File: src/rtl/fbr_resolve_if.sv
// Bundle of the issue-side request, comparator result, flush and the
// fetch-redirect output handshake for the FP branch resolver.
//
// Handshake rules (both channels): a transfer happens on a posedge where
// valid && ready are both 1. Payload must be stable while valid is high.
// req_ready depends on registered state only. out_* hold stable while
// out_valid && !out_ready.
interface fbr_resolve_if #(
  parameter int TAG_W = 5
);
  logic             req_valid;
  logic             req_ready;
  logic             req_neg;
  logic [31:0]      req_target;
  logic [31:0]      req_pc_next;
  logic [TAG_W-1:0] req_tag;
  logic [31:0]      cmp_y;
  logic             flush;
  logic             out_valid;
  logic             out_ready;
  logic             out_taken;
  logic [31:0]      out_pc;
  logic [TAG_W-1:0] out_tag;

  // Issue logic, comparator and fetch redirect side
  modport master (
    output req_valid, req_neg, req_target, req_pc_next, req_tag,
    output cmp_y, flush, out_ready,
    input  req_ready, out_valid, out_taken, out_pc, out_tag
  );

  // Branch resolver side
  modport slave (
    input  req_valid, req_neg, req_target, req_pc_next, req_tag,
    input  cmp_y, flush, out_ready,
    output req_ready, out_valid, out_taken, out_pc, out_tag
  );
endinterface

File: src/rtl/fbr_resolve.sv
// Floating-point conditional branch resolver: tracks requests across the
// fixed comparator latency, pairs each with its compare result, and buffers
// resolved {taken, pc, tag} entries in a FIFO for the fetch redirect logic.
// A credit rule (in-flight + buffered < depth) guarantees a FIFO slot for
// every result, since the comparator cannot be stalled.
module fbr_resolve #(
  parameter int CMP_LAT    = 1,
  parameter int FIFO_DEPTH = 4,
  parameter int TAG_W      = 5
) (
  input  logic       clk,
  input  logic       rstn,
  fbr_resolve_if.slave bus
);
  localparam int AW = $clog2(FIFO_DEPTH);
  localparam int PW = AW + 1;
  localparam int OW = $clog2(FIFO_DEPTH + CMP_LAT + 1);
  localparam logic [OW-1:0] DEPTH_O = OW'(FIFO_DEPTH);

  typedef struct packed {
    logic             v;
    logic             neg;
    logic [31:0]      target;
    logic [31:0]      pc_next;
    logic [TAG_W-1:0] tag;
  } stage_t;

  typedef struct packed {
    logic             taken;
    logic [31:0]      pc;
    logic [TAG_W-1:0] tag;
  } entry_t;

  stage_t        pipe_q [CMP_LAT];
  entry_t        mem_q  [FIFO_DEPTH];
  logic [PW-1:0] wr_ptr_q;
  logic [PW-1:0] rd_ptr_q;
  logic [PW-1:0] count;
  logic          live_q;
  logic [OW-1:0] inflight;
  logic [OW-1:0] occupancy;
  logic          accept;
  logic          push;
  logic          pop;
  logic          res_taken;
  stage_t        last;
  entry_t        head;
  logic          cmp_y_unused;

  // Only bit 0 of the comparator result carries the less-than outcome
  assign cmp_y_unused = ^bus.cmp_y[31:1];

  // Count valid pipeline stages (requests waiting for their compare result)
  always_comb begin
    inflight = '0;
    for (int i = 0; i < CMP_LAT; i++) begin
      inflight = inflight + OW'(pipe_q[i].v);
    end
  end

  assign count     = wr_ptr_q - rd_ptr_q;
  assign occupancy = inflight + OW'(count);
  assign last      = pipe_q[CMP_LAT-1];
  assign head      = mem_q[rd_ptr_q[AW-1:0]];

  assign bus.req_ready = live_q && (occupancy < DEPTH_O);
  assign accept        = bus.req_valid && bus.req_ready;
  assign push          = last.v;
  assign pop           = bus.out_valid && bus.out_ready;
  assign res_taken     = bus.cmp_y[0] ^ last.neg;

  // Head entry drives the outputs; everything reads zero while empty
  assign bus.out_valid = (count != '0);
  assign bus.out_taken = bus.out_valid && head.taken;
  assign bus.out_pc    = bus.out_valid ? head.pc  : '0;
  assign bus.out_tag   = bus.out_valid ? head.tag : '0;

  // Hold req_ready low through reset and release it one cycle after
  always_ff @(posedge clk) begin
    live_q <= !rstn;
  end

  // Tracking pipeline: shifts every cycle; reset/flush invalidate all stages
  always_ff @(posedge clk) begin
    pipe_q[0] <= {accept && !bus.flush, bus.req_neg, bus.req_target,
                  bus.req_pc_next, bus.req_tag};
    for (int i = 1; i < CMP_LAT; i++) begin
      pipe_q[i] <= pipe_q[i-1];
    end
    if (rstn || bus.flush) begin
      for (int i = 0; i < CMP_LAT; i++) begin
        pipe_q[i].v <= 1'b0;
      end
    end
  end

  // Resolved-branch FIFO: push paired result, pop on handshake, no bypass
  always_ff @(posedge clk) begin
    if (rstn || bus.flush) begin
      wr_ptr_q <= '0;
      rd_ptr_q <= '0;
    end else begin
      if (push) begin
        mem_q[wr_ptr_q[AW-1:0]] <= {res_taken,
                                    res_taken ? last.target : last.pc_next,
                                    last.tag};
        wr_ptr_q <= wr_ptr_q + 1'b1;
      end
      if (pop) begin
        rd_ptr_q <= rd_ptr_q + 1'b1;
      end
    end
  end
endmodule

File: src/flat_wrapper.sv
// flat-port wrapper written by rule: the top's interface ports become plain ports
module fbr_resolve_flat 
#(
  parameter int CMP_LAT    = 1,
  parameter int FIFO_DEPTH = 4,
  parameter int TAG_W      = 5
)
  (clk, rstn, bus_req_valid, bus_req_neg, bus_req_target, bus_req_pc_next, bus_req_tag, bus_cmp_y, bus_flush, bus_out_ready, bus_req_ready, bus_out_valid, bus_out_taken, bus_out_pc, bus_out_tag);
  fbr_resolve_if #(.TAG_W(TAG_W)) bus_i ();
  input  logic clk;
  input  logic rstn;
  input wire logic [$bits(bus_i.req_valid)-1:0] bus_req_valid;
  input wire logic [$bits(bus_i.req_neg)-1:0] bus_req_neg;
  input wire logic [$bits(bus_i.req_target)-1:0] bus_req_target;
  input wire logic [$bits(bus_i.req_pc_next)-1:0] bus_req_pc_next;
  input wire logic [$bits(bus_i.req_tag)-1:0] bus_req_tag;
  input wire logic [$bits(bus_i.cmp_y)-1:0] bus_cmp_y;
  input wire logic [$bits(bus_i.flush)-1:0] bus_flush;
  input wire logic [$bits(bus_i.out_ready)-1:0] bus_out_ready;
  output wire logic [$bits(bus_i.req_ready)-1:0] bus_req_ready;
  output wire logic [$bits(bus_i.out_valid)-1:0] bus_out_valid;
  output wire logic [$bits(bus_i.out_taken)-1:0] bus_out_taken;
  output wire logic [$bits(bus_i.out_pc)-1:0] bus_out_pc;
  output wire logic [$bits(bus_i.out_tag)-1:0] bus_out_tag;
  assign bus_i.req_valid = bus_req_valid;
  assign bus_i.req_neg = bus_req_neg;
  assign bus_i.req_target = bus_req_target;
  assign bus_i.req_pc_next = bus_req_pc_next;
  assign bus_i.req_tag = bus_req_tag;
  assign bus_i.cmp_y = bus_cmp_y;
  assign bus_i.flush = bus_flush;
  assign bus_i.out_ready = bus_out_ready;
  assign bus_req_ready = bus_i.req_ready;
  assign bus_out_valid = bus_i.out_valid;
  assign bus_out_taken = bus_i.out_taken;
  assign bus_out_pc = bus_i.out_pc;
  assign bus_out_tag = bus_i.out_tag;
  fbr_resolve #(.CMP_LAT(CMP_LAT), .FIFO_DEPTH(FIFO_DEPTH), .TAG_W(TAG_W)) u_core (.clk(clk), .rstn(rstn), .bus(bus_i));
endmodule
File: config.mk
export PLATFORM = sky130hd
export DESIGN_NAME = fbr_resolve_flat
export DESIGN_NICKNAME = d
export VERILOG_FILES = /design/src/rtl/fbr_resolve_if.sv /design/src/rtl/fbr_resolve.sv /design/src/flat_wrapper.sv
export SDC_FILE = /design/constraint.sdc
export NUM_CORES = 1
export LEC_CHECK = 0
export BUFFER_PORTS_ARGS = -buffer_cell sky130_fd_sc_hd__buf_4
export CAP_MARGIN = 20
export CORE_MARGIN = 1.5
export CORE_UTILIZATION = 55
export DETAILED_ROUTE_END_ITERATION = 10
export PLACE_DENSITY = 0.89
export SLEW_MARGIN = 25
export SYNTH_ARGS = -nofsm -noshare
export SYNTH_HDL_FRONTEND = slang
export SYNTH_SLANG_ARGS = --single-unit
File: constraint.sdc
create_clock -name clk -period 4.9 [get_ports clk]
set_clock_uncertainty 0.15 [all_clocks]
set_input_delay 0.49 -clock clk [delete_from_list [all_inputs] [get_ports clk]]
set_output_delay 0.49 -clock clk [all_outputs]
set_load 0.05 [all_outputs]
==> reports/qor.csv <==
metric,value,unit
cts_max_path_bufs,3,
grt_antenna_before_repair,0,
synth_cell_types,30,
timing.critical_path.fanout_max,39,
grt_util_all_layers,0.200,
internal_power,3.37,mW
critical_path_cell_sequence,inv_1 -> ha_1 -> fa_1 -> xnor3_1 -> and2_4 -> nor2b_1 -> buf_4,
postSynth.asyncResetShare,0,
worstSetupStartpointType,flip-flop,
worst-endpoint-required,4.26,ns
pwr_density,391,mW/mm²
place.gp.congestion,0.713,
ant_nets,0,
comb_power_share,0.057,
seq_area_frac_synth,0.757,
clock-sinks,232,
sequentialPowerShare,0.513,
die-area,0.0156,mm²
status,"complete, no violations",
final_cell_area,0.0107,mm²
cp_slowest_stage_delay,0.65,ns
synth_top_flop_cell,edfxtp_1,
io_buffer_count,115,
final.setup.tns,0,ns
slew_viol_final,0,
post-synth-top-area-cell,edfxtp_1,
rows,44,
post-route-min-period,3.80,ns
total_area_of_multi_input_combinational_cells,0.00189,mm²
ys.warnings.count,0,
post_synth_instance_area,0.00815,mm²
irDropWorstVdd,312,µV
numCtsBuffers,23,
max_freq,263,MHz
grt_start_max_net_pins,40,
detail_route.iter0.violations,281,
n_antenna_cell,0,
grt_first_pass_wirelength,24200,µm
floorplan.die.height,125,µm
cts-resized-gates,0,
critical_path.n_buffers_inverters,2,
postSynthNetCount,515,
max-slew-margin-rel,0.335,
timing.hold.worst.class,primary input to flip-flop,
p_clk_frac,0.430,
overflow,0,
post_synth_edffs,152,
path_delay_family,simple AND/OR/NAND/NOR gates,
synth.top_cell.area_share,0.560,
first_global_vias,4700,
synthCells,401,
placed_area,0.00918,mm²
psw,0.814,mW
synth-seq-cells,232,
maxCapViolCount,0,
syn-mean-instance-area,20.3,µm²
fillers,801,
fp.coreArea,0.0145,mm²
place.detailed.hpwl,7860,µm
total_wirelength_of_the_detailed_routed_design,15300,µm
ctsHtreeMaxLevel,1,
synth.top_cells.by_area,"edfxtp_1, dfxtp_1, mux4_2, mux2_2, nor2b_1",
area.sequential,0.00617,mm²
yosys.cell_count.top_type,edfxtp_1,
timing_worst_setup_path_type,flip-flop to output pin,
via_count,4206,
post_route_cells_drive_above_1_share,0.393,
critPathCaptureType,output pin,
area_delta_synth_final,31.0,%
floorplan.io_pins,147,
worstMarginPinSlew,0.998,ns
post_drt_via_cell_ratio,5.27,
unrepaired_setup_endpoints_after_global_routing,false,
post_drt_wl_per_cell,19.2,µm
dr.pass1.iters,5,
hold_ws,0.0808,ns
die_width,125,µm
finalCritPeriodShare,0.775,
worst-endpoint-arrival,3.16,ns
clk-insertion-delay-late,0.49,ns
power.static_leakage,3.89,nW
clock-root-buffer,clkbuf_16,
floorplan.initialDensity,0.563,
drcViolationCount,0,
setup_viol,0,
cts_tree,yes,
clk_transition_reported_paths,0.06,ns
synth_commonest_cells,"edfxtp_1, dfxtp_1, mux4_2, mux2_2, nor2b_1",
netSwitchingFraction,0.195,
nets,712,
finalHoldViolations,0,
critical_path.slowest_cell,and2_4,
worst paths after layout:
kind	depth (start not counted)	slack [ns]	start	endpoint
max	7	1.10	u_core.wr_ptr_q[0]	bus_out_pc[22]
min	2	0.08	rstn	u_core.live_q
max reg2reg	6	2.45	u_core.wr_ptr_q[0]	flip-flop
min reg2reg	0	0.32	u_core.pipe_q[0][2]	u_core.mem_q[0][2]
flip-flops by register name, indices dropped and copies added (netlist names), named ones only:
| name | cells |
|---|---|
| u_core.live_q | 1 |
| u_core.mem_q | 152 |
| u_core.pipe_q | 71 |
| u_core.rd_ptr_q | 3 |
| u_core.wr_ptr_q | 3 |
placed cells by master (no fill, tap or decap), drive strengths merged, types with 6 or more instances in the layout:
master	Yosys	final
ha	6	6
inv	5	6
mux2	32	32
clkinv	0	7
mux4	38	38
nor2b	39	39
dlygate4sd3	0	70
clkbuf	1	30
dfxtp	80	80
edfxtp	152	152
nand2	6	6
buf	14	117
power by group through the flow:
stage               Clock, mW  Sequential (mW)  Combinational [mW]
finish                   1.80             2.15               0.237
global route             1.90             2.15               0.253
detailed placement          0             2.19               0.190
CTS                      1.82             2.15               0.235
global placement            0             2.18               0.179
floorplan                   0             2.18               0.110
final cells by class:
cell class / instances / area share
multi-input combinational: 149 / 0.177
clock buffer: 30 / 0.0621
inverter: 5 / 0.00176
clock inverter: 11 / 0.0118
tap: 184 / 0.0216
sequential: 232 / 0.578
timing repair buffer: 187 / 0.148
worst register-to-register path: cells and delay by family (launching register included):
family                     cells  cell delay, ns
buffers and inverters          1            0.10
DFF                            1            0.40
muxes                          1            0.29
adders and majority gates      2            0.68
xor gates and xnor gates       1            0.45
AOI/OAI and AO/OA              1            0.29
logic make-up (layout without fill, tap and decap cells):
group	Yosys count	count (layout)	share of synthesized area
flops	232	232	0.757
fa+ha+maj	7	7	0.0117
buf+inv	20	233	0.0147
compound gates	2	2	0.00200
simple gates	60	60	0.0525
xor+xnor	5	5	0.00706
mux	75	75	0.155
per-layer routing:
layer	vias to the layer above	GRT usage	wire length, µm	part of all wire
li1	1924	-	-	-
met1	2128	0.235	5790	0.38
met2	124	0.370	8440	0.55
met3	30	0.0378	746	0.049
met4	0	0.0602	324	0.021
met5	-	0	0	0
through the flow:
step	total power [mW]	utilization	instances	setup WS [ns]
floorplan	2.29	-	401	1.06
global placement	2.36	0.634	687	1.74
detailed placement	2.38	0.634	687	1.62
CTS	4.21	0.737	798	1.09
global route	4.31	0.737	798	0.958
finish	4.18	0.737	798	1.10
timing repair:
action | in CTS | in global routing
endpoints found under the hold margin | 70 | 0
setup buffers | 0 | 0
hold buffers | 70 | 0
No activity file was read; power rests on OpenSTA's default activity.
